File: src/rtl/trap_filter_pz.sv
// trap_filter_pz: reloadable trapezoidal shaper with pole-zero correction,
// saturating output, sticky overflow and threshold peak detector.
// Latency 4 cycles input_valid -> output_valid; no backpressure: every valid
// sample is taken except during a config flush, where samples are dropped.
//
// Ports
//   clk, reset                 rising-edge clock, synchronous active-high reset
//   input_data / input_valid   unsigned ADC sample and its strobe
//   cfg_k/l/m/shift, cfg_load  run-time coefficients and reload request
//   threshold                  signed peak-detector threshold
//   cfg_busy / cfg_err         flush in progress / illegal config rejected
//   output_data / output_valid signed saturated shaped sample and strobe
//   peak_data / peak_valid     excursion maximum and its 1-cycle strobe
//   overflow                   sticky saturation flag
module trap_filter_pz #(
  parameter int DATA_W = 12,
  parameter int OUT_W  = 16,
  parameter int ACC_W  = 40,
  parameter int DEPTH  = 64,
  parameter int KL_W   = 7,
  parameter int M_W    = 10
) (
  input  logic                    clk,
  input  logic                    reset,
  input  logic [DATA_W-1:0]       input_data,
  input  logic                    input_valid,
  input  logic [KL_W-1:0]         cfg_k,
  input  logic [KL_W-1:0]         cfg_l,
  input  logic [M_W-1:0]          cfg_m,
  input  logic [4:0]              cfg_shift,
  input  logic                    cfg_load,
  input  logic signed [OUT_W-1:0] threshold,
  output logic                    cfg_busy,
  output logic                    cfg_err,
  output logic signed [OUT_W-1:0] output_data,
  output logic                    output_valid,
  output logic signed [OUT_W-1:0] peak_data,
  output logic                    peak_valid,
  output logic                    overflow
);

  localparam int PTR_W = $clog2(DEPTH);
  localparam int D_W   = DATA_W + 2;
  localparam int MD_W  = M_W + 1 + D_W;
  localparam logic [KL_W:0]      DEPTH_C = (KL_W+1)'(DEPTH);
  localparam logic [PTR_W-1:0]   PTR_MAX = PTR_W'(DEPTH - 1);

  typedef enum logic {ST_RUN = 1'b0, ST_FLUSH = 1'b1} state_t;

  state_t                   state_q, state_d;
  logic                     load_ok, err_d, flush_now, accept;

  logic [KL_W-1:0]          k_q, l_q;
  logic [M_W-1:0]           m_q;
  logic [4:0]               shift_q;
  logic                     cfg_err_q;

  logic [DATA_W-1:0]        mem_q [DEPTH];
  logic [PTR_W-1:0]         wr_q;
  logic [KL_W:0]            fill_q;

  logic                     v1_q, v2_q, v3_q, out_vld_q;
  logic signed [D_W-1:0]    d_q;
  logic signed [ACC_W-1:0]  p_q, md_q, r_q, s_q;
  logic signed [OUT_W-1:0]  out_dat_q;

  logic                     armed_q, armed_d, pk_vld_q, pk_vld_d, ovf_q;
  logic signed [OUT_W-1:0]  max_q, max_d, pk_dat_q, pk_dat_d;

  // Config legality: 1 <= k <= l and k + l fits in the delay line.
  logic [KL_W:0] new_sum;
  logic          cfg_legal;
  assign new_sum   = {1'b0, cfg_k} + {1'b0, cfg_l};
  assign cfg_legal = (cfg_k != '0) && (cfg_k <= cfg_l) && (new_sum <= DEPTH_C);

  always_comb begin
    state_d = state_q;
    load_ok = 1'b0;
    err_d   = 1'b0;
    case (state_q)
      ST_RUN: begin
        if (cfg_load) begin
          if (cfg_legal) begin
            load_ok = 1'b1;
            state_d = ST_FLUSH;
          end else begin
            err_d = 1'b1;
          end
        end
      end
      ST_FLUSH: state_d = ST_RUN;
      default:  state_d = ST_RUN;
    endcase
  end

  // The accepting cycle and the flush cycle both squash in-flight samples.
  assign flush_now = load_ok || (state_q == ST_FLUSH);
  assign accept    = input_valid && !flush_now;

  // Delay-line taps. A tap reads zero until that many samples have been
  // written, so stale RAM contents never leak after a flush. Distance DEPTH
  // lands on wr_q itself, which still holds the oldest sample this cycle.
  logic [KL_W:0]      k_ext, l_ext, kl_ext;
  logic [PTR_W-1:0]   a_k, a_l, a_kl;
  logic [DATA_W-1:0]  x_k, x_l, x_kl;
  logic signed [D_W-1:0] d_c;
  assign k_ext  = {1'b0, k_q};
  assign l_ext  = {1'b0, l_q};
  assign kl_ext = k_ext + l_ext;
  assign a_k    = wr_q - PTR_W'(k_ext);
  assign a_l    = wr_q - PTR_W'(l_ext);
  assign a_kl   = wr_q - PTR_W'(kl_ext);
  assign x_k    = (fill_q >= k_ext)  ? mem_q[a_k]  : '0;
  assign x_l    = (fill_q >= l_ext)  ? mem_q[a_l]  : '0;
  assign x_kl   = (fill_q >= kl_ext) ? mem_q[a_kl] : '0;
  assign d_c    = $signed({2'b00, input_data}) - $signed({2'b00, x_k})
                - $signed({2'b00, x_l}) + $signed({2'b00, x_kl});

  logic signed [MD_W-1:0]  md_c;
  logic signed [ACC_W-1:0] s_c, sh_c;
  logic [ACC_W-OUT_W:0]    hi_c;
  logic                    sat_pos, sat_neg;
  logic signed [OUT_W-1:0] o_c;
  assign md_c = $signed({1'b0, m_q}) * d_q;
  assign s_c  = s_q + r_q;
  assign sh_c = s_c >>> shift_q;
  // In range only when every bit above the output sign bit matches it.
  assign hi_c    = sh_c[ACC_W-1:OUT_W-1];
  assign sat_pos = !sh_c[ACC_W-1] && (|hi_c);
  assign sat_neg =  sh_c[ACC_W-1] && !(&hi_c);
  assign o_c = sat_pos ? {1'b0, {(OUT_W-1){1'b1}}} :
               sat_neg ? {1'b1, {(OUT_W-1){1'b0}}} : sh_c[OUT_W-1:0];

  always_comb begin
    armed_d  = armed_q;
    max_d    = max_q;
    pk_vld_d = 1'b0;
    pk_dat_d = pk_dat_q;
    if (v3_q) begin
      if (o_c > threshold) begin
        armed_d = 1'b1;
        if (o_c > max_q) max_d = o_c;
      end else if (armed_q) begin
        pk_vld_d = 1'b1;
        pk_dat_d = max_q;
        armed_d  = 1'b0;
        max_d    = '0;
      end
    end
  end

  always_ff @(posedge clk) begin
    if (accept && !reset) mem_q[wr_q] <= input_data;
  end

  always_ff @(posedge clk) begin
    if (reset) begin
      state_q   <= ST_RUN;
      cfg_err_q <= 1'b0;
      k_q       <= KL_W'(4);
      l_q       <= KL_W'(6);
      m_q       <= '0;
      shift_q   <= '0;
      wr_q      <= '0;
      fill_q    <= '0;
      v1_q      <= 1'b0;
      v2_q      <= 1'b0;
      v3_q      <= 1'b0;
      out_vld_q <= 1'b0;
      d_q       <= '0;
      p_q       <= '0;
      md_q      <= '0;
      r_q       <= '0;
      s_q       <= '0;
      out_dat_q <= '0;
      armed_q   <= 1'b0;
      max_q     <= '0;
      pk_vld_q  <= 1'b0;
      pk_dat_q  <= '0;
      ovf_q     <= 1'b0;
    end else begin
      state_q   <= state_d;
      cfg_err_q <= err_d;
      if (load_ok) begin
        k_q     <= cfg_k;
        l_q     <= cfg_l;
        m_q     <= cfg_m;
        shift_q <= cfg_shift;
      end
      v1_q <= accept;
      if (accept) begin
        d_q    <= d_c;
        wr_q   <= (wr_q == PTR_MAX) ? '0 : wr_q + PTR_W'(1);
        fill_q <= (fill_q == DEPTH_C) ? fill_q : fill_q + (KL_W+1)'(1);
      end
      if (flush_now) begin
        fill_q    <= '0;
        v2_q      <= 1'b0;
        v3_q      <= 1'b0;
        out_vld_q <= 1'b0;
        p_q       <= '0;
        s_q       <= '0;
        armed_q   <= 1'b0;
        max_q     <= '0;
        pk_vld_q  <= 1'b0;
        ovf_q     <= 1'b0;
      end else begin
        v2_q <= v1_q;
        if (v1_q) begin
          p_q  <= p_q + {{(ACC_W-D_W){d_q[D_W-1]}}, d_q};
          md_q <= {{(ACC_W-MD_W){md_c[MD_W-1]}}, md_c};
        end
        v3_q <= v2_q;
        if (v2_q) r_q <= p_q + md_q;
        out_vld_q <= v3_q;
        if (v3_q) begin
          s_q       <= s_c;
          out_dat_q <= o_c;
          if (sat_pos || sat_neg) ovf_q <= 1'b1;
        end
        armed_q  <= armed_d;
        max_q    <= max_d;
        pk_vld_q <= pk_vld_d;
        pk_dat_q <= pk_dat_d;
      end
    end
  end

  assign cfg_busy     = (state_q == ST_FLUSH);
  assign cfg_err      = cfg_err_q;
  assign output_data  = out_dat_q;
  assign output_valid = out_vld_q;
  assign peak_data    = pk_dat_q;
  assign peak_valid   = pk_vld_q;
  assign overflow     = ovf_q;

endmodule
File: config.mk
export PLATFORM = sky130hd
export DESIGN_NAME = trap_filter_pz
export DESIGN_NICKNAME = d
export VERILOG_FILES = /design/src/rtl/trap_filter_pz.sv
export SDC_FILE = /design/constraint.sdc
export NUM_CORES = 2
export LEC_CHECK = 0
export ABC_AREA = 1
export CAP_MARGIN = 20
export CORE_MARGIN = 3
export CORE_UTILIZATION = 58
export CTS_CLUSTER_DIAMETER = 100
export DETAILED_ROUTE_END_ITERATION = 10
export PLACE_DENSITY = 0.77
export SYNTH_ARGS = -nofsm -noshare
export SYNTH_HDL_FRONTEND = slang
export SYNTH_SLANG_ARGS = --single-unit
File: constraint.sdc
create_clock -name clk -period 5.8 [get_ports clk]
set_input_delay 0.87 -clock clk [delete_from_list [all_inputs] [get_ports clk]]
set_output_delay 0.87 -clock clk [all_outputs]
set_load 0.02 [all_outputs]
Word-level counts from Yosys, hierarchy flattened
Memory sizes are Yosys's and may differ from the RTL's.
Cells that the tools add are included.
{ "totals": {"memories": 1, "input_bits": 61, "output_inout_bits": 37, "register_bits": 259, "mem_bits_rw": 768, "wordCells": 99} }
{ "mem_list": {"columns": ["name", "words", "width", "rd", "rd_ports_with_merged_regs", "wr", "line_no", "text"], "rows": [
  ["mem_q", 64, 12, 3, 0, 1, "58", "logic [DATA_W-1:0] mem_q [DEPTH];"]
]} }
{ "op_classes": {"shifts": 1, "multipliers": 1, "muxes": 18, "n_bitwise": 6, "magnitude_cmp": 7, "add_sub_neg": 13, "n_eq_ne": 3, "reduce_logical": 26} }
{ "op_table": {"columns": ["cell", "n"], "rows": [
  ["$add A40 B40 Y40", 2],
  ["$mux W16", 5],
  ["$add A40 B25 Y40", 1],
  ["$sshr A40 B5 Y40", 1],
  ["$mux W12", 3],
  ["$gt A16 B16 Y1", 2],
  ["$mul A11 B14 Y25", 1],
  ["$reduce_and A25 Y1", 1],
  ["$reduce_or A25 Y1", 1],
  ["$sub A6 B6 Y6", 3],
  ["$add A7 B7 Y8", 2],
  ["$ge A8 B7 Y1", 2],
  ["$add A14 B13 Y14", 1],
  ["$sub A13 B13 Y14", 1],
  ["$sub A12 B12 Y13", 1],
  ["$reduce_and A2 Y1", 5],
  ["$add A8 B1 Y8 const B", 1],
  ["$eq A8 B7 Y1 const B", 1],
  ["$ge A8 B8 Y1", 1],
  ["$le A8 B7 Y1 const B", 1],
  ["$mux W1", 8],
  ["$le A7 B7 Y1", 1],
  ["$reduce_bool A7 Y1", 1],
  ["$add A6 B1 Y6 const B", 1],
  ["14 further kinds", 28]
]} }

Depth between registers and ports, before layout
{ "logic_depth": {"depth_word": 12, "ltp_mapped": 47, "depth_no_buf": 45} }

Least setup slack after synthesis
Ideal clock, no wire load.
{ "synth_path": {"path_kind": "reg2reg", "start": "register wr_q[0]", "end": "register d_q[12]", "setup_time_ns": 0.133, "stages_incl_launch_ff": 37, "t_required_ns": 5.667, "arrival_ns": 6.107, "setup_slack_ns": -0.440, "cell_sequence": "dfxtp_1 -> clkinv_1 -> ha_1 -> inv_1 -> fa_1 -> clkbuf_1 -> clkinv_1 -> clkbuf_1 -> clkbuf_1 -> a21oi_1 -> o21ai_0 -> a21oi_1 -> o311ai_0 -> o31ai_1 -> nand2_1 -> nand3_1 -> ha_1 -> nand2_1 -> nor2_1 -> a211oi_1 -> nor2_1 -> o21ai_0 -> nand2_1 -> a21oi_1 -> o21bai_1 -> xor2_1 -> inv_1 -> fa_1 -> ha_1 -> nand2_1 -> o21ai_0 -> a21oi_1 -> o21bai_1 -> a21oi_1 -> o21ai_0 -> xor2_1 -> a21oi_1"} }
{ "synth_via": {"elab_chain_len": 6, "elab_cells_between_ends": 10} }
{ "synth_rtl": {"columns": ["item", "line_no", "text"], "rows": [
  ["start, declared", "59", "logic [PTR_W-1:0] wr_q;"],
  ["start signal, assigned", "193", "wr_q <= (wr_q == PTR_MAX) ? '0 : wr_q + PTR_W'(1);"],
  ["$sub A6 B6 Y6", "110", "assign a_k = wr_q - PTR_W'(k_ext);"],
  ["$mem_v2 Z64 W12 *", null, null],
  ["$mux W12", "113", "assign x_k = (fill_q >= k_ext) ? mem_q[a_k] : '0;"],
  ["$sub A12 B12 Y13", "116", "assign d_c = $signed({2'b00, input_data}) - $signed({2'b00, x_k})"],
  ["$sub A13 B13 Y14", "117", "- $signed({2'b00, x_l}) + $signed({2'b00, x_kl});"],
  ["$add A14 B13 Y14 *", "117", null],
  ["end signal, assigned", "170", "d_q <= '0;"],
  ["end signal, assigned", "192", "d_q <= d_c;"],
  ["end, declared", "63", "logic signed [D_W-1:0] d_q;"]
]} }
Mark *: on every way between the ends. The rest lies on a longest branch, timed or not.
A chain may end at the register's enable or synchronous reset.

Worst setup path in the final report
{ "layout_path": {"start": "register k_q[0]", "end": "register d_q[9]"} }
{ "layout_via": {"elab_chain_len": 6, "elab_cells_between_ends": 11} }
{ "layout_rtl": {"columns": ["item", "line_no", "text"], "rows": [
  ["start, declared", "53", "logic [KL_W-1:0] k_q, l_q;"],
  ["start signal, assigned", "185", "k_q <= cfg_k;"],
  ["$sub A6 B6 Y6", "110", null],
  ["$mem_v2 Z64 W12", null, null],
  ["$mux W12", "113", null],
  ["$sub A12 B12 Y13", "116", null],
  ["$sub A13 B13 Y14", "117", null],
  ["$add A14 B13 Y14 *", "117", null]
]} }
Marks and branches as above.

==> impl_metrics.py <==
metrics = {
    "logic_synthesis": {
        "yosys.area.top_type": "edfxtp_1",
        "ys.flop_type": "edfxtp_1",
        "yosysMostFrequentCell": "nand2_1",
        "synthTopCellsByCount": "nand2_1 (1676), a21oi_1 (1589), o21ai_0 (1320), inv_1 (955), edfxtp_1 (768)",
        "yosysSeqAreaShare_pct": 38.90,
        "ys_warn_count": 0,
        "synthTopCellsByArea": "edfxtp_1 (32%), a21oi_1 (11%), o21ai_0 (9.1%), nand2_1 (8.7%), dfxtp_1 (7.1%)",
        "postSynthCellCount": 9551,
        "synth_area_um2": 72610,
        "synth_top_area_share_pct": 31.76,
        "ys_ff_latch": 1027,
        "syn_avg_cell_area_um2": 7.603,
        "synth_cell_types": 63,
        "synth_edf_count": 768,
        "syn_nets": 10060,
        "synth-async-reset-ratio_pct": 0,
    },
    "job": {
        "drv.max_cap_violation_count": 0,
    },
    "routing": {
        "routed.top_layer": "met5",
        "drt_iter0_markers": 10390,
        "met1_length_um": 104800,
        "drtAntennaViolNets": 0,
        "routed-via-count": 74550,
        "routed_wl_um": 289200,
        "met2WireLength_um": 128400,
        "post-route-drc-count": 0,
        "dr_wl_met3_um": 32390,
        "routed_via_density": 6.363,
        "wl_per_cell_um": 24.69,
        "firstDrtPassIters": 7,
    },
    "pwr": {
        "vdd_ir_drop_max_mv": 0.3033,
        "power.density_nw_per_um2": 358.7,
        "p_leak_nw": 36.12,
    },
    "timing": {
        "period_minus_slack_ns": 6.188,
        "clock.fmax_ghz": 0.1616,
        "slew_violations": 0,
        "maxSlewHeadroom_pct": 22.09,
        "hold_viol": 0,
        "fin_ws_ns": -0.3876,
        "min_period_over_period_pct": 106.7,
        "setup_viol": 9,
        "fin_worst_skew_ns": 0.04772,
        "rsz0062_at_grt": "yes",
        "tightest_slew_ns": 1.167,
    },
    "place": {
        "io_buffers": 97,
        "place.detailed.hpwl_um": 201400,
        "dp_slack_ns": -1.080,
        "gp_congestion": 1.036,
    },
    "clocking": {
        "tritoncts": "built",
        "clk_latency_ns": 0.78,
        "clock-sinks": 1027,
        "cts_max_level": 3,
        "clockBufferDepth": 3,
        "cts_buffers": 115,
        "root_buffer": "clkbuf_16",
        "clkTransAtPathRegs_ns": 0.06,
    },
    "worst_setup_path": {
        "crit_path_end_kind": "flip-flop",
        "crit_arrival_ns": 6.89,
        "critPathSlowestCell": "fa_4",
        "cp_common_cell": "buf_4",
        "r2r_slack_ns": -0.39,
        "reg2reg_depth": 28,
        "timing.rr.end": "d_q[9]$_SDFFE_PP0P_",
        "cp_max_fo": 48,
        "cp-start-kind": "flip-flop",
        "path_buf_inv": 9,
        "reg2reg_from": "k_q[0]$_SDFFE_PP0P_",
        "worst_path_largest_cell_delay_ns": 0.87,
        "setup.worst_path.class": "flip-flop to flip-flop",
        "critPathTopFamily": "adder cells",
        "required_ns": 6.50,
    },
    "die": {
        "start_util_pct": 58.58,
        "die_w_um": 359.8,
        "rows": 129,
        "die_area_um2": 129500,
        "ios": 98,
        "core_um2": 124000,
        "die_h_um": 359.8,
    },
    "global_route": {
        "grt-ovfl-total": 0,
        "grt_max_degree": 112,
        "antenna_found_initial": 4,
        "grt_pass1_wl_um": 424500,
        "track_usage_pct": 42.74,
        "grt_pass1_vias": 70270,
    },
    "cells_and_area": {
        "syn_to_final_growth_pct": 19.34,
        "final_nets": 10480,
        "final_util_pct": 69.91,
        "drive_above_1_share_pct": 14.72,
    },
    "outcome": {
        "status": "finished with violations",
        "failed_checks": "setup timing",
    },
    "worst_hold_path": {
        "min_to": "overflow$_SDFFE_PP0P_",
        "whs_path_depth": 2,
        "min_path_type": "flip-flop to flip-flop",
        "min_from": "overflow$_SDFFE_PP0P_",
    },
}
[worst min-delay path, delay by kind of cell (launching register included)]
kind                   cells  cell delay [ns]
buffers and inverters      1             0.05
DFF                        1             0.31
AOI/OAI and AO/OA          1             0.05
[metal layers]
metal,GRT usage [%],up-vias
li1,-,33670
met1,54.03,34600
met2,66.65,5119
met3,7.924,1157
met4,29.70,2
met5,0,-
[worst max path at each step]
stage / start / to / cells after the start
6_report: k_q[0]$_SDFFE_PP0P_ / d_q[9]$_SDFFE_PP0P_ / 28
5_1_grt: k_q[0]$_SDFFE_PP0P_ / d_q[9]$_SDFFE_PP0P_ / 27
4_1_cts: wr_q[0]$_SDFFE_PP0P_ / d_q[13]$_SDFFE_PP0P_ / 35
3_5_place_dp: wr_q[0]$_SDFFE_PP0P_ / d_q[12]$_SDFFE_PP0P_ / 35
3_3_place_gp: wr_q[0]$_SDFFE_PP0P_ / d_q[12]$_SDFFE_PP0P_ / 35
2_1_floorplan: wr_q[0]$_SDFFE_PP0P_ / d_q[12]$_SDFFE_PP0P_ / 36
[final cells by class]
class | instances | area [um^2]
tap | 1637 | 2048
fill | 9910 | 37300
timing repair inverter | 1 | 16.27
clock buffer | 143 | 3063
clock inverter | 74 | 938.4
antenna | 1 | 2.502
timing repair buffer | 943 | 8561
inverter | 977 | 3755
multi-input combinational | 6912 | 40000
sequential | 1027 | 28270
[logic make-up (layout without fill, tap and decap cells)]
family	after synthesis	after routing	share of synthesized area [%]
and+or+nand+nor	2979	2980	16.96
DFF	1027	1027	38.90
AOI/OAI and AO/OA	3327	3327	24.56
xor gates and xnor gates	160	160	1.940
other	0	1	0
adders and majority gates	443	443	9.184
buffers and inverters	1613	2138	8.426
muxes	2	2	0.02757
[through the flow]
step	total power [W]	hold WS, ns	area [um^2]	std cells	setup TNS [ns]
2_1_floorplan	0.01529	0.4409	72650	9551	-0.002800
3_3_place_gp	0.02170	0.4470	80340	11450	-10.01
3_5_place_dp	0.02183	0.4549	80340	11450	-9.896
4_1_cts	0.02997	0.4601	84950	11680	-2.387
5_1_grt	0.03214	0.4795	86660	11710	-10.39
6_report	0.03109	0.4567	86660	11720	-2.119
[registers in the layout, summed over array words and instances, names as in the netlist, 5 cells and up]
signal	count
mem_q	768
p_q	40
r_q	40
s_q	40
md_q	25
max_q	16
output_data	16
peak_data	16
d_q	14
m_q	10
fill_q	8
k_q	7
l_q	7
wr_q	6
shift_q	5
[where the power goes]
group	total (W)	switching, W	internal [W]
sequential	0.00820	0.000180	0.00802
clock	0.00782	0.00332	0.00450
combinational	0.0151	0.00966	0.00541
total	0.0311	0.0132	0.0179
[cell usage in the layout (no fill, tap or decap), types with 55 or more instances in the layout]
master	count
clkbuf_16	119
nand2_1	1621
clkdlybuf4s50_1	85
buf_12	77
xnor2_1	55
o211ai_1	114
o21ai_0	1284
a21oi_2	57
dfxtp_1	242
nand2_2	69
buf_4	723
nand3_1	399
nand3_2	66
fa_1	145
nor2_1	664
edfxtp_1	768
inv_1	944
xor2_1	87
ha_1	250
a21oi_1	1536
[repair_timing]
| action | 4_1_cts | 5_1_grt |
|---|---|---|
| pin swaps | 62 | 132 |
| resized for setup | 98 | 342 |
| setup buffers | 21 | 31 |
| hold buffers | 0 | 0 |
| cloned | 3 | 6 |
| setup endpoints to repair | 44 | 50 |
No activity file was read; power rests on OpenSTA's default activity.
